### config.mk
export PLATFORM = sky130hd
export DESIGN_NAME = dcache_ctrl
export DESIGN_NICKNAME = d
export VERILOG_FILES = /design/src/rtl/dcache_pkg.sv /design/src/rtl/dcache_line_array.sv /design/src/rtl/dcache_ctrl.sv
export SDC_FILE = /design/constraint.sdc
export NUM_CORES = 1
export LEC_CHECK = 0
export CORE_AREA = 2 2 232 234
export CTS_BUF_LIST = sky130_fd_sc_hd__clkbuf_4
export CTS_CLUSTER_DIAMETER = 200
export DETAILED_ROUTE_END_ITERATION = 10
export DIE_AREA = 0 0 234 236
export HOLD_SLACK_MARGIN = 0.02
export MAX_ROUTING_LAYER = met4
export PLACE_DENSITY = 0.48
export SLEW_MARGIN = 5
export SYNTH_ARGS = -nofsm -noshare
export SYNTH_HDL_FRONTEND = slang
export SYNTH_SLANG_ARGS = --single-unit
### constraint.sdc
create_clock -name CLK -period 4.7 [get_ports CLK]
set_input_delay 1.175 -clock CLK [delete_from_list [all_inputs] [get_ports CLK]]
set_output_delay 1.175 -clock CLK [all_outputs]
set_load 0.02 [all_outputs]
### src/rtl/dcache_pkg.sv
// Shared definitions for the direct-mapped write-back data cache: FSM state
// encoding and the address-geometry helpers used to size the tag/index/offset fields.
package dcache_pkg;

  typedef enum logic [1:0] {
    ST_IDLE       = 2'd0,
    ST_WRITE_BACK = 2'd1,
    ST_FETCH      = 2'd2,
    ST_FILL       = 2'd3
  } dcache_state_e;

  function automatic int dcache_off_w(input int words_per_block);
    return $clog2(words_per_block);
  endfunction

  function automatic int dcache_idx_w(input int num_sets);
    return $clog2(num_sets);
  endfunction

  function automatic int dcache_tag_w(input int addr_w, input int num_sets,
                                      input int words_per_block);
    return addr_w - $clog2(num_sets) - $clog2(words_per_block);
  endfunction

endpackage

### src/rtl/dcache_line_array.sv
// Line storage for the data cache: valid/dirty/tag/block per set, one
// combinational read port, a single-word write port and a whole-block fill port.
module dcache_line_array import dcache_pkg::*; #(
  parameter  int DATA_W          = 8,
  parameter  int NUM_SETS        = 8,
  parameter  int WORDS_PER_BLOCK = 4,
  parameter  int TAG_W           = 3,
  localparam int OFF_W           = dcache_off_w(WORDS_PER_BLOCK),
  localparam int IDX_W           = dcache_idx_w(NUM_SETS),
  localparam int BLK_W           = DATA_W * WORDS_PER_BLOCK
) (
  input  logic              CLK,
  input  logic              RESET,
  input  logic [IDX_W-1:0]  rd_idx,
  output logic              rd_valid,
  output logic              rd_dirty,
  output logic [TAG_W-1:0]  rd_tag,
  output logic [BLK_W-1:0]  rd_block,
  input  logic              wr_en,
  input  logic [IDX_W-1:0]  wr_idx,
  input  logic [OFF_W-1:0]  wr_off,
  input  logic [DATA_W-1:0] wr_data,
  input  logic              fill_en,
  input  logic [IDX_W-1:0]  fill_idx,
  input  logic [TAG_W-1:0]  fill_tag,
  input  logic [BLK_W-1:0]  fill_block
);

  logic [NUM_SETS-1:0] valid_q, valid_d;
  logic [NUM_SETS-1:0] dirty_q, dirty_d;
  logic [TAG_W-1:0]    tag_q  [NUM_SETS];
  logic [TAG_W-1:0]    tag_d  [NUM_SETS];
  logic [BLK_W-1:0]    data_q [NUM_SETS];
  logic [BLK_W-1:0]    data_d [NUM_SETS];

  assign rd_valid = valid_q[rd_idx];
  assign rd_dirty = dirty_q[rd_idx];
  assign rd_tag   = tag_q[rd_idx];
  assign rd_block = data_q[rd_idx];

  always_comb begin
    // NOTE: every variable gets its hold value first, so no path through this block can infer a latch.
    valid_d = valid_q;
    dirty_d = dirty_q;
    tag_d   = tag_q;
    data_d  = data_q;
    if (wr_en) begin
      data_d[wr_idx][int'(wr_off)*DATA_W +: DATA_W] = wr_data;
      dirty_d[wr_idx] = 1'b1;
    end
    if (fill_en) begin
      valid_d[fill_idx] = 1'b1;
      dirty_d[fill_idx] = 1'b0;
      tag_d[fill_idx]   = fill_tag;
      data_d[fill_idx]  = fill_block;
    end
  end

  // NOTE: flops take non-blocking updates so every register samples pre-edge values regardless of block order.
  always_ff @(posedge CLK) begin
    if (RESET) begin
      valid_q <= '0;
      dirty_q <= '0;
    end else begin
      valid_q <= valid_d;
      dirty_q <= dirty_d;
    end
  end

  // NOTE: tag and data arrays are deliberately left unreset; the valid bits alone say whether they mean anything.
  always_ff @(posedge CLK) begin
    tag_q  <= tag_d;
    data_q <= data_d;
  end

endmodule

### src/rtl/dcache_ctrl.sv
// Direct-mapped, write-back, write-allocate data cache controller between the CPU
// port and a block-wide memory. Optional hit/miss counters under `CACHE_STATS_EN`.
module dcache_ctrl import dcache_pkg::*; #(
  parameter  int DATA_W          = 8,
  parameter  int ADDR_W          = 8,
  parameter  int NUM_SETS        = 8,
  parameter  int WORDS_PER_BLOCK = 4,
  localparam int OFF_W           = dcache_off_w(WORDS_PER_BLOCK),
  localparam int IDX_W           = dcache_idx_w(NUM_SETS),
  localparam int TAG_W           = dcache_tag_w(ADDR_W, NUM_SETS, WORDS_PER_BLOCK),
  localparam int BLK_W           = DATA_W * WORDS_PER_BLOCK
) (
  input  logic                    CLK,
  input  logic                    RESET,
  input  logic                    READ,
  input  logic                    WRITE,
  input  logic [ADDR_W-1:0]       ADDRESS,
  input  logic [DATA_W-1:0]       WRITEDATA,
  output logic [DATA_W-1:0]       READDATA,
  output logic                    BUSYWAIT,
  output logic                    MEM_READ,
  output logic                    MEM_WRITE,
  output logic [ADDR_W-OFF_W-1:0] MEM_ADDRESS,
  output logic [BLK_W-1:0]        MEM_WRITEDATA,
  input  logic [BLK_W-1:0]        MEM_READDATA,
  input  logic                    MEM_BUSYWAIT
`ifdef CACHE_STATS_EN
  ,
  output logic [15:0]             HIT_COUNT,
  output logic [15:0]             MISS_COUNT
`endif
);

  localparam logic [1:0] IDLE       = ST_IDLE;
  localparam logic [1:0] WRITE_BACK = ST_WRITE_BACK;
  localparam logic [1:0] FETCH      = ST_FETCH;
  localparam logic [1:0] FILL       = ST_FILL;

  logic [1:0]              state_q, state_d;
  logic                    mem_read_q, mem_read_d;
  logic                    mem_write_q, mem_write_d;
  logic [ADDR_W-OFF_W-1:0] mem_address_q, mem_address_d;
  logic [BLK_W-1:0]        mem_writedata_q, mem_writedata_d;
  logic [BLK_W-1:0]        fill_data_q, fill_data_d;

  logic [TAG_W-1:0] addr_tag;
  logic [IDX_W-1:0] addr_idx;
  logic [OFF_W-1:0] addr_off;
  logic             line_valid, line_dirty;
  logic [TAG_W-1:0] line_tag;
  logic [BLK_W-1:0] line_block;
  logic             req, hit, idle, serve, wr_en, fill_en;

  assign addr_tag = ADDRESS[ADDR_W-1 -: TAG_W];
  assign addr_idx = ADDRESS[OFF_W +: IDX_W];
  assign addr_off = ADDRESS[OFF_W-1:0];

  // A request seen while RESET is high is ignored so nothing is served or written mid-reset.
  assign req     = (READ | WRITE) & ~RESET;
  assign hit     = line_valid && (line_tag == addr_tag);
  assign idle    = (state_q == IDLE);
  assign serve   = idle && req && hit;
  assign wr_en   = serve && WRITE;
  assign fill_en = (state_q == FILL) && !RESET;

  assign READDATA = (serve && !WRITE) ? line_block[int'(addr_off)*DATA_W +: DATA_W] : '0;
  assign BUSYWAIT = !idle || (req && !hit);

  dcache_line_array #(
    .DATA_W          (DATA_W),
    .NUM_SETS        (NUM_SETS),
    .WORDS_PER_BLOCK (WORDS_PER_BLOCK),
    .TAG_W           (TAG_W)
  ) u_lines (
    .CLK        (CLK),
    .RESET      (RESET),
    .rd_idx     (addr_idx),
    .rd_valid   (line_valid),
    .rd_dirty   (line_dirty),
    .rd_tag     (line_tag),
    .rd_block   (line_block),
    .wr_en      (wr_en),
    .wr_idx     (addr_idx),
    .wr_off     (addr_off),
    .wr_data    (WRITEDATA),
    .fill_en    (fill_en),
    .fill_idx   (addr_idx),
    .fill_tag   (addr_tag),
    .fill_block (fill_data_q)
  );

  always_comb begin
    state_d     = state_q;
    fill_data_d = fill_data_q;
    case (state_q)
      IDLE:       if (req && !hit) state_d = (line_valid && line_dirty) ? WRITE_BACK : FETCH;
      WRITE_BACK: if (!MEM_BUSYWAIT) state_d = FETCH;
      FETCH: begin
        if (!MEM_BUSYWAIT) begin
          state_d     = FILL;
          fill_data_d = MEM_READDATA;
        end
      end
      FILL:       state_d = IDLE;
      default:    state_d = IDLE;
    endcase

    // Memory-side outputs are registered decodes of the next state.
    mem_read_d      = (state_d == FETCH);
    mem_write_d     = (state_d == WRITE_BACK);
    mem_address_d   = '0;
    mem_writedata_d = '0;
    if (state_d == WRITE_BACK) begin
      mem_address_d   = {line_tag, addr_idx};
      mem_writedata_d = line_block;
    end else if (state_d == FETCH) begin
      mem_address_d   = {addr_tag, addr_idx};
    end
  end

  always_ff @(posedge CLK) begin
    if (RESET) begin
      state_q         <= IDLE;
      mem_read_q      <= 1'b0;
      mem_write_q     <= 1'b0;
      mem_address_q   <= '0;
      mem_writedata_q <= '0;
    end else begin
      state_q         <= state_d;
      mem_read_q      <= mem_read_d;
      mem_write_q     <= mem_write_d;
      mem_address_q   <= mem_address_d;
      mem_writedata_q <= mem_writedata_d;
    end
  end

  always_ff @(posedge CLK) begin
    fill_data_q <= fill_data_d;
  end

  assign MEM_READ      = mem_read_q;
  assign MEM_WRITE     = mem_write_q;
  assign MEM_ADDRESS   = mem_address_q;
  assign MEM_WRITEDATA = mem_writedata_q;

`ifdef CACHE_STATS_EN
  logic        refill_q, refill_d;
  logic [15:0] hit_count_q, hit_count_d;
  logic [15:0] miss_count_q, miss_count_d;

  // refill_q marks the IDLE cycle right after FILL, whose hit belongs to the miss already counted.
  always_comb begin
    refill_d     = (state_q == FILL);
    hit_count_d  = hit_count_q;
    miss_count_d = miss_count_q;
    if (serve && !refill_q && hit_count_q != 16'hFFFF) hit_count_d = hit_count_q + 16'd1;
    if (idle && state_d != IDLE && miss_count_q != 16'hFFFF) miss_count_d = miss_count_q + 16'd1;
  end

  always_ff @(posedge CLK) begin
    if (RESET) begin
      refill_q     <= 1'b0;
      hit_count_q  <= '0;
      miss_count_q <= '0;
    end else begin
      refill_q     <= refill_d;
      hit_count_q  <= hit_count_d;
      miss_count_q <= miss_count_d;
    end
  end

  assign HIT_COUNT  = hit_count_q;
  assign MISS_COUNT = miss_count_q;
`endif

endmodule

==> flow_metrics.tcl <==
set metrics [dict create \
    syn2layout_area_growth_pct 29.0 \
    slowest_delay_ns 0.45 \
    rsz0062_at_grt "yes" \
    hold_path.class "reg -> reg" \
    leakage_uw 0.00692 \
    grt_pass1_vias 13300 \
    critPathKind "in -> out" \
    path_cells "dlygate4sd2_1 > buf_6 > nand2b_1 > nor2_4 > buf_12 > clkbuf_16 > a22oi_1 > and4_1 > mux4_2 > nor2_1 > buf_4 > buf_4" \
    synth_area_leader_cell "dfxtp_1" \
    p_int_uw 5710 \
    cp-end-kind "primary output" \
    clk_latency_ns 0.87 \
    worstMarginPinSlew_ns 0.929 \
    routedWlPerCell_um 23.4 \
    grt_pass1_wl_um 86900 \
    r2r_cells 11 \
    syn-cell-area_mm2 0.0156 \
    pwr-share-comb_pct 13.7 \
    finalCritPeriodShare_pct 99.3 \
    placed_cells 2329 \
    cts_buffers 101 \
    p_seq_share_pct 49.5 \
    switching_power_uw 2200 \
    yosysWarnings 0 \
    worst_ep_arrival_time_ns 3.49 \
    max_freq_mhz 214 \
    dieArea_mm2 0.0552 \
    timing.rr.start "u_lines.tag_q[16]" \
    drive_above_1_share_pct 24.7 \
    grt_max_degree 37 \
    clockBufferDepth 3 \
    synth_top_area_share_pct 40.2 \
    core_area_mm2 0.0531 \
    async_flop_share_pct 0 \
    pwr-share-clk_pct 36.8 \
    syn-instance-count 1493 \
    die_x_um 234 \
    grt-ovfl-total 0 \
    cellPowerDensity_mw_per_mm2 393 \
    required_ns 3.52 \
    postRouteAntennaNets 0 \
    critPathSlowestCell "mux4_2" \
    viasPerCell 5.28 \
    hp-start "u_lines.data_q[191]" \
    synth-seq-area-share_pct 51.0 \
    synth.most_common_cell "dfxtp_1" \
    slew_viol_final 0 \
    worstPathMaxFanout 15 \
    worstSetupStartpointType "input port" \
    r2r-end "u_lines.data_q[59]" \
    vias 13300 \
    period_minus_slack_ns 4.67 \
    ys_top_cells_by_area "dfxtp_1, edfxtp_1, mux2i_1, o22a_1, a22oi_1" \
    synth_edf_count 56 \
    first_iter_violations 1168 \
    setup_violations 0 \
    cts_tree "done" \
    initial_core_util_pct 29.5 \
    antenna_found_initial 3 \
    status "complete, no violations" \
    synth_seq_cells 370 \
    post_layout_nonfiller_instances 2526 \
    yosys_most_used_dff "dfxtp_1" \
    syn-num-nets 1550 \
    grt_use_total_pct 21.9 \
    relSlewSlack_pct 38.1 \
    cts.htree.levels 3 \
    crit_top_cell "buf_4" \
    hold-path-cell-count 1 \
    place_congestion 0.863 \
    fp.dieH_um 236 \
    route.detailed.drc 0 \
    hold_viol 0 \
    drtPass1Iterations 5 \
    synth_common_cells "dfxtp_1, nand2_1, mux2i_1, o22a_1, a22oi_1" \
    cts-root-buf "clkbuf_4" \
    max-vdd-ir-drop_v 0.000177 \
    clock_skew_ns 0.0485 \
    syn_avg_cell_area_um2 10.5 \
    synthDistinctLibCells 55 \
    r2r_slack_ns 1.56 \
    whs_endpoint "u_lines.data_q[191]" \
    cts_sinks 370 \
    rows 85 \
    ctsHoldBuffers 0 \
    io_pins 102 \
    maxCapViolCount 0 \
    dp_hpwl_um 37900 \
    io_buffers 101 \
    fin_nets 1805 \
    final_util_pct 38.0 \
    cts.clk_slew.worst_paths_ns 0.06 \
    routed_wl_um 59100 \
    p_sw_share_pct 27.8 \
]
## flip-flops by register name, summed over array words and instances (netlist names), named ones only
signal           flops
MEM_ADDRESS          6
MEM_READ             1
MEM_WRITE            1
MEM_WRITEDATA       32
fill_data_q         32
state_q              2
u_lines.data_q     256
u_lines.tag_q       24
u_lines.valid_q      8
## repair_timing
item,in CTS,in global routing
setup endpoints to repair,9,9
setup buffers,5,2
gates cloned,3,2
resized for setup,86,9
pin swaps,2,2
## through the flow
step | hold WS (ns) | total power (µW) | setup TNS (ns) | instance area (µm²) | setup WS (ns)
6_report | 0.467 | 7920 | 0 | 20200 | 0.0322
2_1_floorplan | 0.436 | 4490 | 0 | 15600 | 0.168
4_1_cts | 0.467 | 7980 | 0 | 20100 | 0.0354
5_1_grt | 0.472 | 8290 | -0.0252 | 20200 | -0.0150
3_5_place_dp | 0.451 | 5010 | -7.35 | 18600 | -0.763
3_3_place_gp | 0.444 | 4980 | -7.44 | 18600 | -0.767
## layout by cell type (no fill, tap or decap), types with 12 or more instances in the layout
cell | Yosys | routed
buf_12 | 0 | 22
nand2_1 | 148 | 148
and2_1 | 23 | 21
a21oi_1 | 19 | 19
mux2i_1 | 128 | 128
nand3_1 | 18 | 18
clkinv_1 | 0 | 25
o22a_1 | 128 | 128
inv_1 | 17 | 17
dfxtp_1 | 314 | 314
o21ai_1 | 86 | 85
a22oi_1 | 118 | 118
clkbuf_4 | 0 | 150
clkdlybuf4s50_1 | 0 | 89
nor2_1 | 75 | 62
o21ai_0 | 53 | 52
nor4_4 | 16 | 16
edfxtp_1 | 56 | 56
and4_1 | 26 | 17
buf_4 | 2 | 159
nor2_4 | 1 | 12
## per-layer routing
metal | up-vias | routed length [µm] | share of wire, % | global-route usage (%)
met2 | 532 | 26100 | 44 | 32.0
met3 | 92 | 4100 | 6.9 | 4.90
met4 | 0 | 1610 | 2.7 | 8.11
met1 | 6576 | 27400 | 46 | 29.5
li1 | 6145 | - | - | -
met5 | - | 0 | 0 | -
## cells by family after synthesis
| family | after synthesis | share of synthesized area [%] |
|---|---|---|
| AO/OA/AOI/OAI | 454 | 21.0 |
| adder cells (fa/ha/maj) | 4 | 0.320 |
| buffers and inverters | 150 | 3.85 |
| flip-flops | 370 | 51.0 |
| multiplexers | 151 | 10.7 |
| AND/OR/NAND/NOR | 364 | 13.2 |
## worst max-delay path by stage
stage,from,end,slack (ns)
2_1_floorplan,ADDRESS[2],READDATA[0],0.17
3_3_place_gp,ADDRESS[4],READDATA[3],-0.77
3_5_place_dp,ADDRESS[3],READDATA[6],-0.76
4_1_cts,ADDRESS[3],READDATA[6],0.04
5_1_grt,ADDRESS[4],READDATA[4],-0.01
6_report,ADDRESS[4],READDATA[7],0.03
## layout make-up
cell class / count / area, µm²
fill: 5292 / 32900
sequential: 370 / 7970
multi-input combinational: 973 / 7230
timing repair buffer: 285 / 2750
clock buffer: 150 / 1130
tap: 696 / 871
clock inverter: 32 / 150
inverter: 17 / 63.8
antenna: 3 / 7.51
## power by group through the flow
stage | logic (µW) | registers (µW) | clock network, µW
2_1_floorplan | 609 | 3880 | 0
3_3_place_gp | 1010 | 3970 | 0
3_5_place_dp | 1040 | 3970 | 0
4_1_cts | 1070 | 3910 | 3000
5_1_grt | 1170 | 3960 | 3160
6_report | 1090 | 3920 | 2910
## worst max-delay path: cells and delay by family
family | cells | cell delay, ns
AO/OA/AOI/OAI | 1 | 0.09
multiplexers | 1 | 0.45
AND/OR/NAND/NOR | 4 | 0.71
buffers and inverters | 6 | 1.05
Note: power is estimated with default switching activity, not from simulation.
